===== src/rtl/seq_detect_pkg.sv =====
// ============================================================================
// Module   : seq_detect_pkg
// Brief    : State encodings and pattern constant shared by the 0101 detectors
// Revision : 1.0 - initial release
// ============================================================================
`default_nettype none

package seq_detect_pkg;

    localparam logic [3:0] c_pattern = 4'b0101;

    typedef enum logic [1:0] {
        M0 = 2'd0,
        M1 = 2'd1,
        M2 = 2'd2,
        M3 = 2'd3
    } mealy_state_t;

    typedef enum logic [2:0] {
        S0 = 3'd0,
        S1 = 3'd1,
        S2 = 3'd2,
        S3 = 3'd3,
        S4 = 3'd4
    } moore_state_t;

endpackage

`default_nettype wire


===== src/rtl/mealy_fsm.sv =====
// ============================================================================
// Module   : mealy_fsm
// Brief    : Mealy detector for 0101, flag is combinational from state and din
// Revision : 1.0 - initial release
// ============================================================================
`default_nettype none

module mealy_fsm
    import seq_detect_pkg::*;
(
    output logic flag,
    input  logic din,
    input  logic clk,
    input  logic rst
);

    mealy_state_t r_state;
    mealy_state_t w_next_state;

    always_ff @(posedge clk or posedge rst) begin
        if (rst) begin
            r_state <= M0;
        end else begin
            r_state <= w_next_state;
        end
    end

    always_comb begin
        w_next_state = M0;
        flag         = 1'b0;
        case (r_state)
            M0: w_next_state = din ? M0 : M1;
            M1: w_next_state = din ? M2 : M1;
            M2: w_next_state = din ? M0 : M3;
            M3: begin
                // In M3 the last bit of the pattern completes the match; overlap keeps "01".
                w_next_state = din ? M2 : M1;
                flag         = (din == c_pattern[0]);
            end
            default: w_next_state = M0;
        endcase
    end

endmodule

`default_nettype wire


===== src/rtl/moore_fsm.sv =====
// ============================================================================
// Module   : moore_fsm
// Brief    : Moore detector for 0101, flag decoded from state alone
// Revision : 1.0 - initial release
// ============================================================================
`default_nettype none

module moore_fsm
    import seq_detect_pkg::*;
(
    output logic flag,
    input  logic din,
    input  logic clk,
    input  logic rst
);

    moore_state_t r_state;
    moore_state_t w_next_state;

    always_ff @(posedge clk or posedge rst) begin
        if (rst) begin
            r_state <= S0;
        end else begin
            r_state <= w_next_state;
        end
    end

    always_comb begin
        w_next_state = S0;
        case (r_state)
            S0: w_next_state = din ? S0 : S1;
            S1: w_next_state = din ? S2 : S1;
            S2: w_next_state = din ? S0 : S3;
            S3: w_next_state = din ? S4 : S1;
            S4: w_next_state = din ? S0 : S3;
            // Encodings 5..7 recover to idle.
            default: w_next_state = S0;
        endcase
    end

    assign flag = (r_state == S4);

endmodule

`default_nettype wire


===== src/rtl/seq_detect_fsm.sv =====
// ============================================================================
// Module   : seq_detect_fsm
// Brief    : Side-by-side Mealy and Moore 0101 detectors on one serial input
// Revision : 1.0 - initial release
// ============================================================================
`default_nettype none

module seq_detect_fsm (
    input  logic clk,
    input  logic rst,
    input  logic din,
    output logic flag_mealy,
    output logic flag_moore
);

    mealy_fsm u_mealy (
        .flag (flag_mealy),
        .din  (din),
        .clk  (clk),
        .rst  (rst)
    );

    moore_fsm u_moore (
        .flag (flag_moore),
        .din  (din),
        .clk  (clk),
        .rst  (rst)
    );

endmodule

`default_nettype wire


===== config.mk =====
export PLATFORM = sky130hd
export DESIGN_NAME = seq_detect_fsm
export DESIGN_NICKNAME = d
export VERILOG_FILES = /design/src/rtl/seq_detect_pkg.sv /design/src/rtl/mealy_fsm.sv /design/src/rtl/moore_fsm.sv /design/src/rtl/seq_detect_fsm.sv
export SDC_FILE = /design/constraint.sdc
export NUM_CORES = 1
export LEC_CHECK = 0
export CELL_PAD_IN_SITES_DETAIL_PLACEMENT = 1
export CELL_PAD_IN_SITES_GLOBAL_PLACEMENT = 1
export CORE_AREA = 8 8 45 47
export CTS_CLUSTER_SIZE = 28
export DETAILED_ROUTE_END_ITERATION = 10
export DIE_AREA = 0 0 53 55
export PLACE_DENSITY_LB_ADDON = 0.15
export SYNTH_ARGS = -nofsm -noshare
export SYNTH_HDL_FRONTEND = slang
export SYNTH_HIERARCHICAL = 1
export SYNTH_SLANG_ARGS = --single-unit

===== constraint.sdc =====
create_clock -name clk -period 1.4 [get_ports clk]
set_input_delay 0.35 -clock clk [delete_from_list [all_inputs] [get_ports clk]]
set_output_delay 0.35 -clock clk [all_outputs]
set_load 0.01 [all_outputs]

Word level (Yosys, flattened, before mapping):

Cells that the tools add are included.

* add/subtract/negate cells: 0
* $mul: 0
* divide/modulo/power cells: 0
* magnitude comparators: 0
* equality and inequality tests: 7
* shift-type cells: 0
* mux-type cells: 10
* bitwise gates (word level): 0
* reductions and logical operators: 4

Operators by type and width (count)
* one-hot mux 3 bit (4 select lines): 1
* 2-to-1 mux 2 bit: 4
* == test 3 x 2 -> 1 bit, second input constant: 2
* one-hot mux 2 bit (3 select lines): 1
* == test 2 bit, second input constant: 2
* OR reduction 2 bit: 2
* == test 3 x 1 -> 1 bit, second input constant: 1
* == test 3 bit, second input constant: 1
* logical NOT 3 bit: 1
* 2-to-1 mux 1 bit: 3
* 2-to-1 mux 3 bit: 1
* == test 2 x 1 -> 1 bit, second input constant: 1
* logical NOT 2 bit: 1

* register bits: 5
* bits in latches: 0
* memory bits (writable): 0
* memory bits (read-only): 0
* output and inout port bits: 2
* memories kept: 0

Logic depth before layout (Yosys ltp):

* depth after elaboration: 3
* gate-level depth with buffers: 2

Cells and area by module:

Netlist, hierarchy kept.

Modules (own cells, without submodules)
* moore_fsm: times used 1, cells an instance 13, area each 130.1 sq um, sequential area each 75.1 sq um
* mealy_fsm: times used 1, cells an instance 8, area each 82.6 sq um, sequential area each 50.0 sq um

Worst setup path after synthesis:

Ideal clock, no wire load.

* kind: flip-flop to output port
* start point: reg u_moore.r_state[1]
* end point: out flag_moore
* data arrival time: 839 ps
* data required time: 1050 ps
* path slack: 211 ps
* cell stages (with the launch flop): 3
* path through: dfrtp_1 > or2_2 > nor2_1

* cells in the longest elaborated chain, start to end: 1

RTL lines
* start: declaration: RTL line moore_fsm.sv:17 `moore_state_t r_state;`
* start signal: assignment: RTL line moore_fsm.sv:24 `r_state <= w_next_state;`
* == test 3 bit: RTL line moore_fsm.sv:41 `assign flag = (r_state == S4);`
* end: declaration: RTL line seq_detect_fsm.sv:13 `output logic flag_moore`

No other way between the ends.

Final worst setup path:

* start point: reg u_moore.r_state[0]
* end point: out flag_moore

Same word-level chain as after synthesis.

==> out/summary.md <==
The flow ran to the end, but the final reports show violations. The final reports fail on setup timing. The finished layout holds 49 standard cells, fillers aside.

The run gives 0 as the initial antenna violation count. Summed over all cells, the static leakage comes to 0.162 nW. For the core occupancy in the finished layout, the log shows 23.3%. The synthesized instance count was 21. The synthesized design devotes to its leading area cell type 58.8% of total area.

The tools report the clock root buffer master as sky130_fd_sc_hd__clkbuf_4. The first global-routing pass estimated 903 um of wire. Entering global routing, the biggest net connects 7 pins. The sum of net half-perimeters after detailed placement is 412 um. Compared with the post-synthesis result, the final layout area differs by 51.8%.

The clock-pin transition on the worst setup and hold timing paths is 0.04 ns. After routing the design area is 323 um^2. At the end of routability-driven placement, the weighted congestion stood at 0.606. The count of nets left with antenna violations once routing finished came out at 0.

For the pin with the worst max-slew slack, the measured transition is 0.212 ns. The type of the tightest min-delay check was in -> async. For this configuration, the core starts out at a cell density of 15.4%. In the routed design, unresolved DRC markers number 0.

The overflow left after global routing is 0, and the number of optimization iterations in the first detailed-route pass is 2. Summing over every cut layer, the via total after detailed routing is 180. Biggest area consumer among synthesized cells: sky130_fd_sc_hd__dfrtp_1.

The clock tree skew after final layout came out at 0.0000251 ns. The tools report the number of cells in the design after placement as 45. The tools report the startpoint of the most critical setup path as u_moore/r_state[0]$_DFF_PP0_. The share of final-layout standard cells stronger than drive strength 1 is 36.4%. Synthesis instantiated 12 different standard cells from the library. The average wire per cell in the routed design is 10.1 um. By startpoint and endpoint, the worst setup path is classified as reg -> out. The number of maximum-capacitance constraint violations was 0; the post-layout minimum cycle time was 1.40 ns. Summing the sequential cell areas from Yosys gives 58.8% of the chip area. The worst setup path is launched from a register. Summing internal, switching and leakage power gives 0.374 mW. The worst-case setup margin in the final layout is -0.00291 ns, and the number of placed I/O pins is 5.

The floorplan step defined a core boundary enclosing 1380 um^2. Across the VDD grid, the largest voltage drop is 0.511 mV. The die area was 2920 um^2; the number of sinks driven by the clock tree was 5. The warning count from the yosys run came out at 6.

Average cell area after synthesis: 10.1 um^2. The tools report the endpoint class of the critical path as an output pin. For this run, the total global-route usage over all layers was measured as 4.44%. The number of nets handed over by synthesis was 24.

The tools report the setup violation total in the final timing report as 1. Latest clock arrival within the worst-skew pair: 0.24 ns. Setup repair after global routing could not meet its margin everywhere. After routing, the total negative slack on setup checks comes to -0.00291 ns.

In this run the tool buffered the top-level ports with 4 buffer cells. The number of clock buffers added by TritonCTS is 3. In this run the tightest slew margin relative to its limit is 85.8%. In this run the horizontal extent of the chip is 53 um. Measured along the y axis, the die boundary spans 55 um.

Ranked by total cell area, the synthesized netlist is headed by sky130_fd_sc_hd__dfrtp_1 (59%), sky130_fd_sc_hd__inv_1 (8.8%), sky130_fd_sc_hd__o21ai_2 (4.1%). The via count of the first global-routing pass was 220. The data required time at the worst endpoint is 1.05 ns. The count of pins over their slew limit came out at 0. The logs give 14 for the number of rows created at floorplan and 0 for the final count of hold timing violations.

After detailed placement, the total cell area comes to 303 um^2. The maximum operating frequency was 713 MHz; the final period utilization was 100%. OpenSTA, run right after detailed placement, puts the worst setup slack at -0.459 ns. Post-synthesis instance area: 213 um^2.

The tools report the number of buffers on the longest clock path as 2. The number of design-rule violations left by the first detailed-router iteration came out at 1. TritonCTS built the clock tree. The power density over the cells is 1160 nW/um^2, and the worst hold slack is 0.303 ns.

For the worst setup path, the data arrival time is 1.05 ns. In the final design database the tool counted 37 nets. Of all nets on the critical path, the largest fanout is 2. After detailed routing, the total wire length is 495 um. Using the TritonRoute via totals, the vias-per-cell ratio works out to 3.67. The repair_antennas step left the layout with diodes totalling 0. For the total number of H-tree levels, the log shows 1. The worst flop-to-flop path startpoint is u_moore/r_state[1]$_DFF_PP0_. In this run, synthesis produced a sequential element count of 5.
## synthesized netlist by cell type
master	n
sky130_fd_sc_hd__xnor2_1	1
sky130_fd_sc_hd__nand3b_1	1
sky130_fd_sc_hd__or2_2	1
sky130_fd_sc_hd__inv_1	5
sky130_fd_sc_hd__o32ai_1	1
sky130_fd_sc_hd__dfrtp_1	5
sky130_fd_sc_hd__and3_1	1
sky130_fd_sc_hd__o21ai_2	1
sky130_fd_sc_hd__nor2_1	2
sky130_fd_sc_hd__a21oi_1	1
sky130_fd_sc_hd__nand2b_1	1
sky130_fd_sc_hd__nand2_1	1
## cells by family (layout without fill, tap and decap cells)
family,count (synthesis),in the layout,synth area share [%]
simple gates,7,7,17.7
flops,5,5,58.8
buf+inv,5,17,8.82
compound gates,3,3,10.6
xor+xnor,1,1,4.12
## registers in the layout, indices dropped and copies added, names as in the netlist
register	cells
u_moore/r_state	3
u_mealy/r_state	2
## cell usage in the layout, fill, tap and decap left out, types with 2 or more instances in the layout
cell,synthesis,layout
sky130_fd_sc_hd__buf_2,0,2
sky130_fd_sc_hd__buf_4,0,4
sky130_fd_sc_hd__clkbuf_4,0,3
sky130_fd_sc_hd__dfrtp_1,5,5
sky130_fd_sc_hd__inv_1,5,5
## where the power goes
group | internal [mW] | switching, mW | leakage, nW
sequential | 0.155 | 0.00535 | 0.0627
clock | 0.107 | 0.0541 | 0.0150
combinational | 0.0283 | 0.0236 | 0.0841
## final cells by class
cell class,instances,area [um^2]
Fill cell,157,1060
Sequential cell,5,125
Multi-Input combinational cell,11,73.8
Timing Repair Buffer,8,58.8
Clock buffer,4,26.3
Tap cell,16,20.0
Inverter,5,18.8
## path summary, 6_finish.rpt
kind,to,slack [ns],depth (start not counted)
setup / recovery,flag_moore,-0.003,3
min in group clk,u_mealy/r_state[1]$_DFF_PP0_,0.50,2
hold reg to reg,u_mealy/r_state[1]$_DFF_PP0_,0.50,2
max in group asynchronous,u_moore/r_state[2]$_DFF_PP0_,0.95,2
hold / removal,u_mealy/r_state[0]$_DFF_PP0_,0.30,2
setup reg to reg,u_moore/r_state[1]$_DFF_PP0_,0.45,3
## metal layers
| layer | wire length (um) | vias up | GRT usage, % |
|---|---|---|---|
| met4 | 0 | 0 | 0 |
| li1 | - | 91 | - |
| met3 | 27 | 0 | 4.01 |
| met1 | 191 | 84 | 4.14 |
| met5 | 0 | - | 0 |
| met2 | 275 | 5 | 7.62 |
## critical path, stage by stage, from the launching register on
cell and delay [ns]:
sky130_fd_sc_hd__dfrtp_1 0.37, sky130_fd_sc_hd__or2_4 0.25, sky130_fd_sc_hd__nor2_2 0.07, sky130_fd_sc_hd__buf_2 0.13
## what timing repair did
action / in CTS / in global routing
pin swaps: 1 / 1
resized for setup: 10 / 1
endpoints found under the setup margin: 2 / 1
buffers inserted: 0 / 0
hold buffers: 0 / 0
Note: power is estimated with default switching activity, not from simulation.
